--- src/rtl/synch_fifo.sv ---
// synch_fifo: single-clock FIFO with registered read data and full/empty flags.
// Define SYNCH_FIFO_ERR_EN to add registered overflow/underflow pulse outputs.
module synch_fifo #(
  parameter int data_width = 25,
  parameter int addr_width = 3,
  parameter int depth      = 8
) (
  input  logic                  clk,
  input  logic                  rst_n,
  input  logic                  wr_en,
  input  logic                  rd_en,
  input  logic [data_width-1:0] data_in,
  output logic [data_width-1:0] data_out,
  output logic                  empty,
  output logic                  full
`ifdef SYNCH_FIFO_ERR_EN
  ,
  output logic                  overflow,
  output logic                  underflow
`endif
);
  logic [data_width-1:0] mem [depth];
  logic [addr_width-1:0] wr_ptr_q, wr_ptr_d, rd_ptr_q, rd_ptr_d;
  logic [addr_width:0]   count_q, count_d;
  logic [data_width-1:0] data_out_q, data_out_d;
  logic                  wr_acc, rd_acc;
  assign empty    = count_q == '0;
  assign full     = count_q == (addr_width+1)'(depth);
  assign data_out = data_out_q;
  // A write while full is legal only because the same-cycle read frees a slot.
  always_comb begin
    wr_acc     = wr_en & (~full | rd_en);
    rd_acc     = rd_en & ~empty;
    wr_ptr_d   = wr_acc ? wr_ptr_q + addr_width'(1) : wr_ptr_q;
    rd_ptr_d   = rd_acc ? rd_ptr_q + addr_width'(1) : rd_ptr_q;
    data_out_d = rd_acc ? mem[rd_ptr_q] : data_out_q;
    count_d    = (wr_acc & ~rd_acc) ? count_q + (addr_width+1)'(1) :
                 (rd_acc & ~wr_acc) ? count_q - (addr_width+1)'(1) : count_q;
  end
  always_ff @(posedge clk) begin
    if (wr_acc) mem[wr_ptr_q] <= data_in;
  end
  always_ff @(posedge clk or negedge rst_n) begin
    if (!rst_n) begin
      wr_ptr_q   <= '0;
      rd_ptr_q   <= '0;
      count_q    <= '0;
      data_out_q <= '0;
    end else begin
      wr_ptr_q   <= wr_ptr_d;
      rd_ptr_q   <= rd_ptr_d;
      count_q    <= count_d;
      data_out_q <= data_out_d;
    end
  end
`ifdef SYNCH_FIFO_ERR_EN
  always_ff @(posedge clk or negedge rst_n) begin
    if (!rst_n) begin
      overflow  <= 1'b0;
      underflow <= 1'b0;
    end else begin
      overflow  <= wr_en & ~wr_acc;
      underflow <= rd_en & empty;
    end
  end
`endif
endmodule

--- config.mk ---
export PLATFORM = sky130hd
export DESIGN_NAME = synch_fifo
export DESIGN_NICKNAME = d
export VERILOG_FILES = /design/src/rtl/synch_fifo.sv
export SDC_FILE = /design/constraint.sdc
export NUM_CORES = 1
export LEC_CHECK = 0
export ABC_CLOCK_PERIOD_IN_PS = 4520
export CORE_MARGIN = 3
export CORE_UTILIZATION = 59
export CTS_CLUSTER_SIZE = 8
export DETAILED_ROUTE_END_ITERATION = 6
export GPL_ROUTABILITY_DRIVEN = 0
export MAX_ROUTING_LAYER = met4
export PLACE_DENSITY = 0.89
export SLEW_MARGIN = 20
export SYNTH_ARGS = -nofsm -noshare
export SYNTH_HDL_FRONTEND = slang
export SYNTH_SLANG_ARGS = --single-unit
--- constraint.sdc ---
create_clock -name clk -period 4.52 [get_ports clk]
set_input_delay 0.904 -clock clk [delete_from_list [all_inputs] [get_ports clk]]
set_output_delay 0.904 -clock clk [all_outputs]
set_load 0.005 [all_outputs]
==> results.toml <==
[worst_setup_path]
required_ps = 4850
timing.rr.start = "count_q[0]"
cp-start-kind = "register"
critPathCaptureType = "register"
worstSetupPathType = "reg2reg"
crit_arrival_ps = 3350
crit_start = "count_q[0]"
cp_max_fo = 7

[power]
p_comb_share_pct = 26.1
p_per_area_nw_per_um2 = 680
power.leakage_uw = 0.00384
ir_worst_vdd_mv = 0.306
p_int_uw = 5260
p_switching_uw = 2160
sw_frac_of_total_pct = 29.1
total_power_uw = 7420
clkPwrFrac_pct = 31.6
power_frac_seq_pct = 42.3

[clock_network]
cts.sinks = 235
max-clock-path-buffers = 3
cts_root_buf = "clkbuf_16"
numCtsBuffers = 35
ctsResizeCount = 0
clk_pin_slew_ps = 50
cts.htree.levels = 2
post_cts_buffers = 0
ctsHoldBuffers = 0
cts_tree = "yes"
insertion_delay_ps = 480

[synth]
async_reset_ff_share_pct = 14.9
synth.net_count = 554
synth_top_area_share_pct = 65.6
ys_seq_area_share_pct = 75.1
synth.distinct_cells = 36
ys_ff_latch = 235
synthTopCellsByArea = "edfxtp_1, dfrtp_1, mux2_2, mux2i_1, o221ai_1"
synthesis.area_um2 = 9160
post-synth-top-area-cell = "edfxtp_1"
syn-instance-count = 519
synth_edf_count = 200
ys.flop_type = "edfxtp_1"
yosysWarnings = 0
syn_area_per_cell_um2 = 17.6

[sta]
period_share_pct = 66.8
max_slew_margin_pct = 29.9
fin_skew_ps = 24.7
setup-tns-final_ps = 0
final-max-slew-violation-count = 0
finalHoldViolations = 0
fmax_ghz = 0.331
rsz0062_at_grt = "no"
setup_viol = 0
worst_slew_pin_slew_ps = 1050
period_minus_slack_ps = 3020

[min_path]
hold_start = "data_out[7]"
hp-class = "reg2reg"

[die]
die_width_um = 131
dieHeight_um = 131
core-area_um2 = 14900
rows = 44
initial_core_util_pct = 61.6
die_area_um2 = 17100
io_pins = 56

[global_route]
antenna_found_initial = 0
grtUsageTotal_pct = 22.7
grt_overflow_total = 0
grt_pass1_wl_um = 28500
grt_max_degree = 71
grt_pass1_vias = 5385

[place]
dp_cells = 742
portBuffers = 55
hpwl_um = 10000

[cells_and_area]
syn_to_final_growth_pct = 19.2
multiInputGateArea_um2 = 2120
fin_nets = 630
n_antenna_cell = 0
fin_cells = 805
drive_gt1_share_pct = 19.5
num-fill-cells = 822
seqCellArea_um2 = 6890

[drt]
vias_per_cell = 6.19
drc_errors = 0
dr.pass1.iters = 6
drtAntennaViolNets = 0
wirelength_um = 18100
avgRoutedWirePerCell_um = 22.5
drt_iter0_drc = 427
vias = 4984

[run_status]
status = "complete, no violations"

[job]
drv_cap = 0
## final timing paths
kind	endpoint	cells past startpoint	slack, ps
setup / recovery	count_q[3]	10	1500
hold / removal	data_out[7]	2	480
setup reg to reg	count_q[3]	10	1500
hold reg to reg	data_out[7]	2	480
max in group asynchronous	rd_ptr_q[0]	1	3300
min in group asynchronous	data_out[18]	1	560
## area by class of cell
class | count | share of cell area [%]
clock buffers | 62 | 9.34
flip-flops and latches | 235 | 63.1
clock inverters | 1 | 0.0688
multi-input cells | 252 | 19.4
repair buffers | 67 | 5.82
inverters | 4 | 0.160
well taps | 184 | 2.11
## synth_stat cells (5+ instances only)
cell type	instances
edfxtp_1	200
mux2_2	52
mux2i_1	51
dfrtp_1	35
nand2_1	34
o21ai_1	25
a22oi_1	15
o221ai_1	15
a221o_1	10
o22ai_1	10
clkbuf_1	8
nor3_1	7
buf_2	6
buf_6	5
ha_1	5
nor2_1	5
xnor2_1	5
## per-stage QoR
stage	hold WS [ps]	worst slack (ps)	utilization, %	instance area (um^2)
after detailed placement	474	1120	66.5	9880
after CTS	484	1530	73.4	10900
after global routing	509	1330	73.4	10900
final	477	1500	73.4	10900
after global placement	466	1210	66.4	9870
after floorplan	478	641	-	9160
## kinds of logic (layout without fill, tap and decap cells)
family                   count (synthesis)  in the layout  synth area share [%]
adder cells (fa/ha/maj)                  6              6                 0.902
flip-flops                             235            235                  75.1
AO/OA/AOI/OAI                           82             82                  6.42
buffers and inverters                   32            134                  2.34
multiplexers                           103            103                  12.0
XOR/XNOR                                 6              6                 0.574
AND/OR/NAND/NOR                         55             55                  2.68
## cells in the final DEF (no fill, tap or decap), types with 2 or more instances in the layout
cell type,count
buf_4,12
clkdlybuf4s50_1,54
o21ai_0,2
xnor2_1,5
clkbuf_16,37
o22ai_1,10
a22oi_1,15
nor3_1,3
mux2i_1,51
clkbuf_1,25
nor3_2,4
inv_1,3
o21ai_1,25
edfxtp_1,200
mux2_2,52
nand2_1,33
nand2_2,2
nand2b_1,3
o221ai_1,15
ha_1,5
a221o_1,10
dfrtp_1,34
nor2_2,3
## power groups by stage
stage | Combinational [uW] | Sequential (uW) | Clock (uW)
after detailed placement | 1910 | 3170 | 0
after floorplan | 1400 | 3000 | 0
after CTS | 1950 | 3140 | 2370
final | 1940 | 3140 | 2340
after global routing | 2100 | 3190 | 2470
after global placement | 1820 | 3130 | 0
## critical path, stage by stage (launching register included)
cell,delay (ps)
dfrtp_1,450
or4b_4,590
o21ai_4,300
inv_4,80
ha_1,260
inv_1,180
ha_1,260
a21o_2,230
a21oi_1,210
mux2i_1,240
o31ai_1,100
## flip-flops by register name, indices dropped and copies added (netlist names)
| signal | flops |
|---|---|
| count_q | 4 |
| data_out | 25 |
| mem | 200 |
| rd_ptr_q | 3 |
| wr_ptr_q | 3 |
## layer usage
layer / vias up / routed length, um / GRT usage, %
met5: - / 0 / -
met2: 215 / 9520 / 38.3
li1: 2209 / - / -
met1: 2517 / 7050 / 27.6
met3: 43 / 1140 / 4.76
met4: 0 / 432 / 7.80
Power figures use the tool's default switching activity.
